===== config.mk =====
export PLATFORM = sky130hd
export DESIGN_NAME = exp2_antilog_16bit_flat
export DESIGN_NICKNAME = d
export VERILOG_FILES = /design/src/rtl/exp2_pkg.sv /design/src/rtl/exp2_antilog_16bit_if.sv /design/src/rtl/seq_mul_shift_add.sv /design/src/rtl/exp2_antilog_16bit.sv /design/src/flat_wrapper.sv
export SDC_FILE = /design/constraint.sdc
export NUM_CORES = 1
export LEC_CHECK = 0
export CAP_MARGIN = 20
export CELL_PAD_IN_SITES_DETAIL_PLACEMENT = 2
export CELL_PAD_IN_SITES_GLOBAL_PLACEMENT = 2
export CORE_ASPECT_RATIO = 0.8
export CORE_MARGIN = 8
export CORE_UTILIZATION = 40
export CTS_CLUSTER_SIZE = 30
export DETAILED_ROUTE_END_ITERATION = 16
export GPL_TIMING_DRIVEN = 0
export PLACE_DENSITY_LB_ADDON = 0.05
export SYNTH_ARGS = -nofsm -noshare
export SYNTH_HDL_FRONTEND = slang
export SYNTH_SLANG_ARGS = --single-unit

===== constraint.sdc =====
create_clock -name clk_i -period 6.44 [get_ports clk_i]
set_clock_uncertainty 0.05 [all_clocks]
set_input_delay 1.61 -clock clk_i [delete_from_list [all_inputs] [get_ports clk_i]]
set_output_delay 1.61 -clock clk_i [all_outputs]
set_load 0.01 [all_outputs]

===== src/rtl/exp2_pkg.sv =====
// Shared definitions for the base-2 antilog datapath: widths, FSM states
// and the 2^(2^-i) constant table in unsigned Q1.23.
package exp2_pkg;

    localparam int FRAC_W = 15;
    localparam int GUARD  = 8;
    localparam int ACC_W  = 1 + FRAC_W + GUARD;
    localparam int IDX_W  = 5;
    localparam int N_W    = 4;
    localparam int OUT_W  = 16;
    localparam int SHL_W  = ACC_W + FRAC_W;

    localparam logic [IDX_W-1:0] IDX_FIRST = 5'd1;
    localparam logic [IDX_W-1:0] IDX_LAST  = 5'd15;
    localparam logic [ACC_W-1:0] ACC_ONE   = 24'h800000;

    typedef enum logic [1:0] {
        IDLE = 2'd0,
        SCAN = 2'd1,
        MUL  = 2'd2,
        OUT  = 2'd3
    } state_t;

    // C[i] = round(2^(2^-i) * 2^(ACC_W-1)), i = 1..15
    function automatic logic [ACC_W-1:0] c_rom(input logic [IDX_W-1:0] i);
        case (i)
            5'd1:    c_rom = 24'hB504F3;
            5'd2:    c_rom = 24'h9837F0;
            5'd3:    c_rom = 24'h8B95C2;
            5'd4:    c_rom = 24'h85AAC3;
            5'd5:    c_rom = 24'h82CD87;
            5'd6:    c_rom = 24'h8164D2;
            5'd7:    c_rom = 24'h80B1ED;
            5'd8:    c_rom = 24'h8058D8;
            5'd9:    c_rom = 24'h802C64;
            5'd10:   c_rom = 24'h801630;
            5'd11:   c_rom = 24'h800B18;
            5'd12:   c_rom = 24'h80058C;
            5'd13:   c_rom = 24'h8002C6;
            5'd14:   c_rom = 24'h800163;
            5'd15:   c_rom = 24'h8000B1;
            default: c_rom = 24'h000000;
        endcase
    endfunction

endpackage


===== src/rtl/exp2_antilog_16bit_if.sv =====
// Request/response bundle of the antilog block.
interface exp2_antilog_16bit_if;
    import exp2_pkg::*;

    logic              start_i;
    logic [N_W-1:0]    Ynguyen_i;
    logic [FRAC_W-1:0] Ythapphan_i;
    logic              busy_o;
    logic              fl_end;
    logic [OUT_W-1:0]  data_o;

    modport master (
        output start_i, Ynguyen_i, Ythapphan_i,
        input  busy_o, fl_end, data_o
    );

    modport slave (
        input  start_i, Ynguyen_i, Ythapphan_i,
        output busy_o, fl_end, data_o
    );
endinterface


===== src/rtl/seq_mul_shift_add.sv =====
// Serial unsigned multiplier: one LSB-first shift-add step per cycle for
// W cycles. 'last' flags the final step and 'product' is the value the
// product register takes at the end of the current step, so the caller can
// capture the finished result on the same edge the last step completes.
module seq_mul_shift_add #(
    parameter int W = 24
) (
    input  logic           clk,
    input  logic           rst,
    input  logic           load,
    input  logic [W-1:0]   mcand,
    input  logic [W-1:0]   mplier,
    output logic           last,
    output logic [2*W-1:0] product
);

    localparam int CNT_W = $clog2(W);
    localparam logic [CNT_W-1:0] CNT_LAST = CNT_W'(W - 1);

    logic [W-1:0]   mcand_r;
    logic [2*W-1:0] prod_r;
    logic [CNT_W-1:0] cnt_r;
    logic           run_r;
    logic [W:0]     sum_s;
    logic [2*W-1:0] step_s;

    // Add the multiplicand into the upper half when the current multiplier bit is set.
    always_comb begin
        sum_s = {1'b0, prod_r[2*W-1:W]};
        if (prod_r[0]) begin
            sum_s = {1'b0, prod_r[2*W-1:W]} + {1'b0, mcand_r};
        end else begin
            sum_s = {1'b0, prod_r[2*W-1:W]};
        end
        step_s = {sum_s, prod_r[W-1:1]};
    end

    assign last    = run_r && (cnt_r == CNT_LAST);
    assign product = step_s;

    // Load operands on request, then shift one multiplier bit per cycle.
    always_ff @(posedge clk or posedge rst) begin
        if (rst) begin
            mcand_r <= {W{1'b0}};
            prod_r  <= {(2*W){1'b0}};
            cnt_r   <= {CNT_W{1'b0}};
            run_r   <= 1'b0;
        end else if (load) begin
            mcand_r <= mcand;
            prod_r  <= {{W{1'b0}}, mplier};
            cnt_r   <= {CNT_W{1'b0}};
            run_r   <= 1'b1;
        end else if (run_r) begin
            prod_r <= step_s;
            cnt_r  <= cnt_r + CNT_W'(1);
            if (cnt_r == CNT_LAST) begin
                run_r <= 1'b0;
            end else begin
                run_r <= 1'b1;
            end
        end else begin
            prod_r <= prod_r;
        end
    end

endmodule


===== src/rtl/exp2_antilog_16bit.sv =====
// Sequential base-2 antilog: data_o = floor(2^(n + f/2^15)) within +/-1.
// The accumulator starts at 1.0 and is multiplied by 2^(2^-i) for every set
// fraction bit; the integer part is applied as a final left shift. OUT spends
// two cycles so the done pulse lands 18 + 24*popcount(f) edges after capture.
module exp2_antilog_16bit
    import exp2_pkg::*;
(
    input  logic                  clk_i,
    input  logic                  rst_i,
    exp2_antilog_16bit_if.slave   bus
);

    state_t            state_r, state_nxt_s;
    logic [IDX_W-1:0]  idx_r, idx_nxt_s;
    logic [ACC_W-1:0]  acc_r, acc_nxt_s;
    logic [N_W-1:0]    n_r, n_nxt_s;
    logic [FRAC_W-1:0] f_r, f_nxt_s;
    logic              busy_r, busy_nxt_s;
    logic              fl_end_r, fl_end_nxt_s;
    logic [OUT_W-1:0]  data_r, data_nxt_s;
    logic              wait_r, wait_nxt_s;

    logic              mul_load_s;
    logic              mul_last_s;
    logic [2*ACC_W-1:0] mul_prod_s;
    logic [3:0]        bit_sel_s;
    logic              frac_bit_s;
    logic [SHL_W-1:0]  shl_s;
    logic              unused_bits_s;

    // Fraction bit with weight 2^-idx; only meaningful while idx <= 15.
    assign bit_sel_s  = 4'(IDX_LAST - idx_r);
    assign frac_bit_s = f_r[bit_sel_s];

    // Integer part applied as a left shift, then drop the Q1.23 fraction.
    assign shl_s = {{(SHL_W-ACC_W){1'b0}}, acc_r} << n_r;

    assign unused_bits_s = ^{mul_prod_s[2*ACC_W-1], mul_prod_s[ACC_W-2:0], shl_s[ACC_W-2:0]};

    seq_mul_shift_add #(.W(ACC_W)) u_mul (
        .clk     (clk_i),
        .rst     (rst_i),
        .load    (mul_load_s),
        .mcand   (acc_r),
        .mplier  (c_rom(idx_r)),
        .last    (mul_last_s),
        .product (mul_prod_s)
    );

    // Next-state and datapath update decisions.
    always_comb begin
        state_nxt_s  = state_r;
        idx_nxt_s    = idx_r;
        acc_nxt_s    = acc_r;
        n_nxt_s      = n_r;
        f_nxt_s      = f_r;
        busy_nxt_s   = busy_r;
        fl_end_nxt_s = 1'b0;
        data_nxt_s   = data_r;
        wait_nxt_s   = wait_r;
        mul_load_s   = 1'b0;
        case (state_r)
            IDLE: begin
                if (bus.start_i) begin
                    n_nxt_s     = bus.Ynguyen_i;
                    f_nxt_s     = bus.Ythapphan_i;
                    acc_nxt_s   = ACC_ONE;
                    idx_nxt_s   = IDX_FIRST;
                    busy_nxt_s  = 1'b1;
                    wait_nxt_s  = 1'b0;
                    state_nxt_s = SCAN;
                end else begin
                    state_nxt_s = IDLE;
                end
            end
            SCAN: begin
                if (idx_r > IDX_LAST) begin
                    state_nxt_s = OUT;
                end else if (frac_bit_s) begin
                    mul_load_s  = 1'b1;
                    state_nxt_s = MUL;
                end else begin
                    idx_nxt_s   = idx_r + 5'd1;
                    state_nxt_s = SCAN;
                end
            end
            MUL: begin
                if (mul_last_s) begin
                    acc_nxt_s   = mul_prod_s[2*ACC_W-2:ACC_W-1];
                    idx_nxt_s   = idx_r + 5'd1;
                    state_nxt_s = SCAN;
                end else begin
                    state_nxt_s = MUL;
                end
            end
            OUT: begin
                if (wait_r) begin
                    data_nxt_s   = shl_s[SHL_W-1:ACC_W-1];
                    fl_end_nxt_s = 1'b1;
                    busy_nxt_s   = 1'b0;
                    wait_nxt_s   = 1'b0;
                    state_nxt_s  = IDLE;
                end else begin
                    wait_nxt_s   = 1'b1;
                    state_nxt_s  = OUT;
                end
            end
            default: begin
                busy_nxt_s  = 1'b0;
                wait_nxt_s  = 1'b0;
                state_nxt_s = IDLE;
            end
        endcase
    end

    // State and datapath registers; reset aborts any run without a done pulse.
    always_ff @(posedge clk_i or posedge rst_i) begin
        if (rst_i) begin
            state_r  <= IDLE;
            idx_r    <= {IDX_W{1'b0}};
            acc_r    <= {ACC_W{1'b0}};
            n_r      <= {N_W{1'b0}};
            f_r      <= {FRAC_W{1'b0}};
            busy_r   <= 1'b0;
            fl_end_r <= 1'b0;
            data_r   <= {OUT_W{1'b0}};
            wait_r   <= 1'b0;
        end else begin
            state_r  <= state_nxt_s;
            idx_r    <= idx_nxt_s;
            acc_r    <= acc_nxt_s;
            n_r      <= n_nxt_s;
            f_r      <= f_nxt_s;
            busy_r   <= busy_nxt_s;
            fl_end_r <= fl_end_nxt_s;
            data_r   <= data_nxt_s;
            wait_r   <= wait_nxt_s;
        end
    end

    assign bus.busy_o = busy_r;
    assign bus.fl_end = fl_end_r;
    assign bus.data_o = data_r;

endmodule


===== src/flat_wrapper.sv =====
// flat-port wrapper written by rule: the top's interface ports become plain ports
module exp2_antilog_16bit_flat import exp2_pkg::*;
  (clk_i, rst_i, bus_start_i, bus_Ynguyen_i, bus_Ythapphan_i, bus_busy_o, bus_fl_end, bus_data_o);
  exp2_antilog_16bit_if bus_i ();
  input  logic clk_i;
  input  logic rst_i;
  input wire logic [$bits(bus_i.start_i)-1:0] bus_start_i;
  input wire logic [$bits(bus_i.Ynguyen_i)-1:0] bus_Ynguyen_i;
  input wire logic [$bits(bus_i.Ythapphan_i)-1:0] bus_Ythapphan_i;
  output wire logic [$bits(bus_i.busy_o)-1:0] bus_busy_o;
  output wire logic [$bits(bus_i.fl_end)-1:0] bus_fl_end;
  output wire logic [$bits(bus_i.data_o)-1:0] bus_data_o;
  assign bus_i.start_i = bus_start_i;
  assign bus_i.Ynguyen_i = bus_Ynguyen_i;
  assign bus_i.Ythapphan_i = bus_Ythapphan_i;
  assign bus_busy_o = bus_i.busy_o;
  assign bus_fl_end = bus_i.fl_end;
  assign bus_data_o = bus_i.data_o;
  exp2_antilog_16bit u_core (.clk_i(clk_i), .rst_i(rst_i), .bus(bus_i));
endmodule

### Yosys cells after proc, flatten, opt, wreduce, memory -nomap -nowiden

Memories as Yosys holds them, arrays and structs flattened.
Index checks and enable logic that the tools add are counted.

* flip-flop bits (word level): 147
* bits in read-only memories: 368
* input bits: 22
* output and inout bits: 18
* memories: 1

* add/sub/neg operators: 4
* magnitude comparators: 2
* equal/unequal tests: 9
* shift operators: 1
* muxes and demuxes: 36
* reductions and logical operators: 12

Memory list
* (name not given): depth 16, width 23, rd ports 1, clocked after memory_dff 0, wr ports 0, line exp2_pkg.sv:26 `case (i)`

Operators by type and width (count)
* $mux W48: 2
* $mux W24: 3
* $pmux W24 S2: 1
* $shl A24 B4 Y39: 1
* $mux W5: 6
* $add A24 B24 Y25: 1
* $mux W25: 1
* $pmux W5 S3: 1
* $mux W1: 14
* $add A5 B1 Y5 const B: 2
* $mux W2: 4
* $pmux W2 S4: 1
* $ne A2 B2 Y1 const B: 3
* $reduce_and A2 Y1: 3
* $reduce_and A3 Y1: 2
* $reduce_bool A2 Y1: 3
* $eq A5 B5 Y1 const B: 1
* $gt A5 B4 Y1 const B: 1
* $lt A4 B5 Y1 const B: 1
* $reduce_and A5 Y1: 1
* $bmux W1 S4: 1
* $eq A2 B2 Y1 const B: 2
* $ne A2 B1 Y1 const B: 2
* $pmux W1 S2: 2
* other kinds (5): 5

### Depth between registers and ports, before layout

Gate-level depths: netlist (run 1).

* word-level depth: 7
* depth in mapped cells: 11
* mapped depth without buffers: 9

### Hierarchy

From an unflattened synthesis (run 1), not the netlist that was laid out.

* cell total of the unflattened synthesis: 922
* area total of the unflattened synthesis: 9105.0 µm²

By module, submodules not included
* seq_mul_shift_add: instances 1, cells each 548, area each 5082.4 µm², sequential area each 1951.9 µm²
* exp2_antilog_16bit: instances 1, cells each 374, area each 4022.6 µm², sequential area each 1726.7 µm²

### Worst setup path before layout (run 1)

No wires, ideal clock.

* path kind: in2reg
* start: input port bus_start_i
* end: register u_core.f_r[0]
* arrival: 2573 ps
* required time: 6265 ps
* slack: 3692 ps
* stages: 3
* cell sequence: nand2_1 clkbuf_1 mux2_2

* longest elaborated chain between the ends: 1

RTL lines
* from (decl): line flat_wrapper.sv:7 `input wire logic [$bits(bus_i.start_i)-1:0] bus_start_i;`
* $reduce_and A2 Y1 (no line)
* to (signal assigned): line exp2_antilog_16bit.sv:123 `f_r <= {FRAC_W{1'b0}};`
* to (signal assigned): line exp2_antilog_16bit.sv:133 `f_r <= f_nxt_s;`
* to (decl): line exp2_antilog_16bit.sv:17 `logic [FRAC_W-1:0] f_r, f_nxt_s;`

Every way passes these cells.
A chain may end at the register's enable or synchronous reset.

### Worst setup path in the final report (run 1)

* start: register u_core.u_mul.prod_r[24]
* end: register u_core.u_mul.prod_r[47]

* longest elaborated chain between the ends: 4

RTL lines
* from (decl): line seq_mul_shift_add.sv:21 `logic [2*W-1:0] prod_r;`
* from (signal assigned): line seq_mul_shift_add.sv:45 `prod_r <= {(2*W){1'b0}};`
* from (signal assigned): line seq_mul_shift_add.sv:50 `prod_r <= {{W{1'b0}}, mplier};`
* from (signal assigned): line seq_mul_shift_add.sv:54 `prod_r <= step_s;`
* $add A24 B24 Y25: line seq_mul_shift_add.sv:31 `sum_s = {1'b0, prod_r[2*W-1:W]} + {1'b0, mcand_r};`
* $mux W25: line seq_mul_shift_add.sv:30 `if (prod_r[0]) begin`
* $mux W48: line seq_mul_shift_add.sv:53 `end else if (run_r) begin`
* $mux W48: line seq_mul_shift_add.sv:48 `end else if (load) begin`

Every way passes these cells. The select of a mux whose other input is x is not followed.

==> results of run 1 <==
-- stage by stage --
step           std cells  setup WS, ns  hold slack (ns)  setup TNS [ns]
2_1_floorplan        915         0.829            0.394               0
3_3_place_gp        1229         -1.06            0.407         -154.04
3_5_place_dp        1230          2.71            0.425               0
4_1_cts             1262          3.01            0.444               0
5_1_grt             1262          2.75            0.465               0
6_report            1262          3.00            0.431               0
-- final cells by class --
| class | instances | area (um2) |
|---|---|---|
| Inverter | 24 | 95.1 |
| Sequential cell | 147 | 3680 |
| Timing Repair Buffer | 40 | 418 |
| Clock buffer | 17 | 425 |
| Clock inverter | 15 | 180 |
| Multi-Input combinational cell | 681 | 4780 |
| Fill cell | 2291 | 11400 |
| Buffer | 63 | 289 |
| Tap cell | 275 | 344 |
-- power by group through the flow --
| stage | Sequential [W] | Clock (W) | Combinational [W] |
|---|---|---|---|
| 6_report | 0.00140 | 0.00104 | 0.00225 |
| 2_1_floorplan | 0.00135 | 0 | 0.00152 |
| 5_1_grt | 0.00143 | 0.00109 | 0.00247 |
| 3_3_place_gp | 0.00139 | 0 | 0.00211 |
| 4_1_cts | 0.00140 | 0.00107 | 0.00226 |
| 3_5_place_dp | 0.00141 | 0 | 0.00222 |
-- per-layer routing --
metal | vias up | share of wire [%] | GRT usage [%]
met5 | - | 0 | 0
met4 | 0 | 1.1 | 4.91
met3 | 27 | 2.9 | 3.82
met2 | 100 | 48 | 38.7
met1 | 3881 | 48 | 30.6
li1 | 3454 | - | -
-- worst max path at each step --
stage	start	end	slack (ns)
2_1_floorplan	rst_i	u_core.acc_r[0]	0.83
3_3_place_gp	rst_i	u_core.bus.data_o[14]	-1.06
3_5_place_dp	bus_start_i	u_core.acc_r[3]	2.71
4_1_cts	u_core.u_mul.prod_r[24]	u_core.u_mul.prod_r[47]	3.01
5_1_grt	u_core.u_mul.prod_r[24]	u_core.u_mul.prod_r[47]	2.75
6_report	u_core.u_mul.prod_r[24]	u_core.u_mul.prod_r[47]	3.00
-- synth_stat cells, drive strengths merged, types with 14 or more instances --
cell      n
mux2i    70
nor2     65
nand2    90
a21oi    48
ha       40
dfrtp   147
inv      23
nand3    26
mux2     53
clkbuf   39
nand4    14
o21ai    91
a211oi   20
buf      24
-- state kept, by name, summed over array words and instances (netlist names) --
register,count
u_core.bus.data_o,16
u_core.state_r,2
u_core.bus.busy_o,1
u_core.f_r,15
u_core.u_mul.prod_r,48
u_core.bus.fl_end,1
u_core.wait_r,1
u_core.u_mul.run_r,1
u_core.n_r,4
u_core.u_mul.cnt_r,5
u_core.idx_r,5
u_core.u_mul.mcand_r,24
u_core.acc_r,24
-- cells by family (layout without fill, tap and decap cells) --
logic type      count (synthesis)  after routing  synth area share (%)
compound gates                240            240                  17.1
fa+ha+maj                      41             41                  5.89
simple gates                  253            253                  13.2
flops                         147            147                  41.6
xor+xnor                       19             19                  1.88
mux                           128            128                  16.0
buf+inv                        87            159                  4.29
-- worst max-delay path, cell delays in order (launching register included) --
cell	delay [ns]
dfrtp_1	0.40
ha_1	0.24
fa_1	0.46
a211oi_1	0.31
o21ai_0	0.22
a2111oi_2	0.70
o31ai_1	0.27
a221oi_1	0.38
nor3_1	0.09
a31o_2	0.22
==> impl_metrics.json, run 1 <==
{
  "placed_cell_area_um2": 9600,
  "ios": 40,
  "hold_class": "reg2reg",
  "power.switching_w": 0.00206,
  "grt_pass1_vias": 8371,
  "initial_core_util_pct": 40.9,
  "grt_pass1_wl_um": 48700,
  "end_kind": "flop",
  "first_iter_violations": 342,
  "period_needed_ns": 3.44,
  "crit_fanout": 4,
  "die_area_um2": 27100,
  "r2r_end": "u_core.u_mul.prod_r[47]",
  "synthArstFlopShare_pct": 100,
  "synth_cells": 915,
  "fin_crit_sh_pct": 53.4,
  "regToRegStartpoint": "u_core.u_mul.prod_r[24]",
  "clk_pin_slew_ns": 0.07,
  "clkPwrFrac_pct": 22.2,
  "drive_above_1_share_pct": 12.4,
  "routed_wl_um": 30200,
  "grt_max_degree": 84,
  "p_int_w": 0.00264,
  "synth_edf_count": 0,
  "utilization_pct": 47.2,
  "rsz0062_at_grt": "no",
  "drcViolationCount": 0,
  "swShare_pct": 43.8,
  "final_common_cell": "dfrtp_1",
  "worst_slew_pin_slew_ns": 0.902,
  "cts_sinks": 147,
  "num_vias": 7462,
  "grt_overflow": 0,
  "antenna_found_initial": 0,
  "powerDensity_nw_per_um2": 460,
  "finalHoldViolCount": 0,
  "cap_violations": 0,
  "clockBufferDepth": 2,
  "ys_seq_area_share_pct": 41.6,
  "seq_power_share_pct": 29.8,
  "layout_common_cells": "147 x dfrtp_1, 90 x nand2_1, 90 x o21ai_0",
  "final_area_um2": 10200,
  "finalPower_w": 0.00470,
  "clock_latency_ns": 0.43,
  "cts_setup_buffers": 0,
  "synthDistinctLibCells": 65,
  "hold_buffers": 0,
  "min_to": "u_core.bus.data_o[15]",
  "cts_tree": "done",
  "max-vdd-ir-drop_uv": 222,
  "status": "finished clean",
  "start_kind": "flop",
  "die_y_um": 149,
  "leakage_nw": 4.67,
  "clock-root-buffer": "clkbuf_16",
  "hold_path_depth": 2,
  "synth_ff_type": "dfrtp_1",
  "critical_path_class": "reg2reg",
  "vias_per_cell": 5.91,
  "synth_top_cell_area_share_pct": 41.6,
  "reg2reg_depth": 9,
  "setup_viol_count_final": 0,
  "pwr-share-comb_pct": 48.0,
  "n_antenna_cell": 0,
  "slew_headroom_pct": 39.6,
  "avgSynthCellArea_um2": 9.65,
  "grt_usage_pct": 22.9,
  "arrival_ns": 3.71,
  "place_congestion": 0.863,
  "max_freq_mhz": 291,
  "antenna_left": 0,
  "hold_start": "u_core.bus.data_o[15]",
  "rows": 48,
  "yosysWarnings": 0,
  "cp.required_ns": 6.71,
  "fp.dieW_um": 182,
  "syn-cell-area_um2": 8830,
  "finalNetCount": 1037,
  "rrSetupSlack_ns": 3.00,
  "io_buffer_count": 39,
  "area_growth_pct": 15.5,
  "maxSlewViolCount": 0,
  "numCtsBuffers": 17,
  "ys_seq_elements": 147,
  "yosysTopAreaCell": "dfrtp_1",
  "drt_pass1_iterations": 4,
  "cts_resized": 0,
  "synth.area.top_cells": "dfrtp_1 42%, mux2i_1 7.9%, mux2_2 6.8%, ha_1 5.7%, o21ai_0 5.1%",
  "synth_nets": 978,
  "htreeDepth": 4,
  "dp_hpwl_um": 22700,
  "core_um2": 21600,
  "wire_per_inst_um": 24.0
}
Power figures use the tool's default switching activity.
==> run 2: changes to the inputs <==
--- a/config.mk
+++ b/config.mk
@@ -10,7 +10,7 @@
 export CELL_PAD_IN_SITES_GLOBAL_PLACEMENT = 2
 export CORE_ASPECT_RATIO = 0.8
 export CORE_MARGIN = 8
-export CORE_UTILIZATION = 40
+export CORE_UTILIZATION = 36
 export CTS_CLUSTER_SIZE = 30
 export DETAILED_ROUTE_END_ITERATION = 16
 export GPL_TIMING_DRIVEN = 0
==> constraint.sdc (replaced) <==
create_clock -name clk_i -period 3.15 [get_ports clk_i]
set_clock_uncertainty 0.05 [all_clocks]
set_input_delay 0.7875 -clock clk_i [delete_from_list [all_inputs] [get_ports clk_i]]
set_output_delay 0.7875 -clock clk_i [all_outputs]
set_load 0.01 [all_outputs]
==> run 2 against run 1 <==
Power grew 100%. Die area grew 10%. Global-route usage fell by 1.9 points. Worst setup slack worse by 2.9 ns. Critical path depth is the same. Non-clock buffer count increased by 1. Maximum frequency up 13%. Flip-flop and latch count is the same. Sequential share of layout area is 0.33 points lower. Clock power up 90%. Sequential power up 100%. Utilization decreased by 4.7 points. Critical endpoint is now u_core.acc_r[18]. Highest routed layer unchanged.
==> impl_metrics.json, run 2 (synthesis results as in run 1) <==
{
  "crit_fanout": 4,
  "first_iter_violations": 302,
  "io_buffer_count": 39,
  "worst_slew_pin_slew_ns": 0.954,
  "antenna_found_initial": 0,
  "htreeDepth": 4,
  "status": "finished clean",
  "hold_class": "reg2reg",
  "grt_pass1_vias": 8348,
  "cap_violations": 0,
  "period_needed_ns": 3.04,
  "rows": 51,
  "end_kind": "flop",
  "die_area_um2": 29800,
  "clock-root-buffer": "clkbuf_16",
  "critical_path_class": "reg2reg",
  "area_growth_pct": 16.6,
  "clockBufferDepth": 2,
  "antenna_left": 0,
  "setup_viol_count_final": 0,
  "maxSlewViolCount": 0,
  "final_common_cell": "dfrtp_1",
  "dp_hpwl_um": 23200,
  "die_y_um": 156,
  "rsz0062_at_grt": "no",
  "numCtsBuffers": 17,
  "largest_reg_flops": 48,
  "finalNetCount": 1038,
  "layout_common_cells": "147 x dfrtp_1, 90 x nand2_1, 89 x o21ai_0",
  "leakage_nw": 4.68,
  "fp.dieW_um": 191,
  "drt_pass1_iterations": 4,
  "clock_latency_ns": 0.45,
  "cts_tree": "done",
  "grt_usage_pct": 21.1,
  "vias_per_cell": 5.69,
  "grt_overflow": 0,
  "initial_core_util_pct": 36.4,
  "n_antenna_cell": 0,
  "fin_crit_sh_pct": 96.5,
  "slew_headroom_pct": 36.1,
  "num_vias": 7426,
  "cp.required_ns": 3.42,
  "powerDensity_nw_per_um2": 915,
  "place_congestion": 0.898,
  "hold-worst-slack_ns": 0.435,
  "setup_tns_ns": 0,
  "cts_sinks": 147,
  "max_freq_mhz": 329,
  "clk_pin_slew_ns": 0.07,
  "final_cells": 1306,
  "hold_buffers": 0,
  "grt_max_degree": 43,
  "regMostFlops": "u_core.u_mul.prod_r",
  "finalHoldViolCount": 0,
  "drive_above_1_share_pct": 13.3,
  "wire_per_inst_um": 23.3,
  "routed_wl_um": 30400,
  "drcViolationCount": 0,
  "dp_cells": 1276,
  "start_kind": "flop",
  "ios": 40,
  "top_regs": "u_core.u_mul.prod_r x48, u_core.acc_r x24, u_core.u_mul.mcand_r x24",
  "max-vdd-ir-drop_uv": 414,
  "core_um2": 24200,
  "arrival_ns": 3.31,
  "grt_pass1_wl_um": 48900
}
==> run 2: final cells by class <==
type	instances	area [um2]
fillers	2629	13900
multi-input cells	681	4810
flip-flops and latches	147	3680
repair buffers	44	485
clock buffers	20	447
well taps	318	398
plain buffers	60	282
clock inverters	12	109
inverters	24	93.8
==> run 2: critical path, cell delays in order, from the launching register on <==
cell and delay [ns]:
dfrtp_1 0.39, ha_1 0.25, fa_2 0.40, a21oi_1 0.25
o211ai_1 0.21, a21boi_0 0.34, a31oi_1 0.30, a21oi_1 0.38
mux2i_1 0.25, nand2_1 0.07
==> run 2: routing by layer <==
layer / GRT usage (%) / vias to the layer above / wire [um]
met5: 0 / - / 0
met4: 5.12 / 0 / 397
met3: 3.64 / 33 / 1230
met2: 34.3 / 115 / 14500
met1: 28.6 / 3831 / 14300
li1: - / 3447 / -
==> run 2: path summary, 6_finish.rpt <==
| check | depth (start not counted) | slack, ns | end | startpoint |
|---|---|---|---|---|
| min | 2 | 0.44 | u_core.bus.data_o[15] | u_core.bus.data_o[15] |
| min reg2reg | 2 | 0.44 | u_core.bus.data_o[15] | u_core.bus.data_o[15] |
| max reg2reg | 9 | 0.11 | u_core.acc_r[18] | u_core.u_mul.mcand_r[0] |
| max | 9 | 0.11 | u_core.acc_r[18] | u_core.u_mul.mcand_r[0] |
| min in group asynchronous | 2 | 0.68 | u_core.u_mul.cnt_r[0] | rst_i |
| max in group asynchronous | 4 | 1.48 | u_core.u_mul.mcand_r[16] | rst_i |
==> run 2: what timing repair did <==
item	in CTS	in global routing
buffers inserted	1	0
gates resized for setup	6	3
pin swaps	1	0
endpoints found under the setup margin	64	35
==> run 2: power by group <==
part           total [W]  internal, W  switching [W]  leakage (nW)
clock            0.00198      0.00111       0.000878         0.258
combinational    0.00458      0.00176        0.00283          2.51
sequential       0.00286      0.00245       0.000411          1.91
total            0.00942      0.00531        0.00411          4.68
==> run 2: per-stage QoR <==
stage               power (W)  worst slack (ns)  instance area [um2]  utilization (%)
floorplan             0.00586             0.465                 8840                -
global placement      0.00720            -0.903                 9630             39.7
detailed placement    0.00747            -0.219                 9710             40.1
CTS                   0.00955            0.0807                10300             42.5
global route           0.0101           0.00741                10300             42.5
finish                0.00942             0.112                10300             42.5
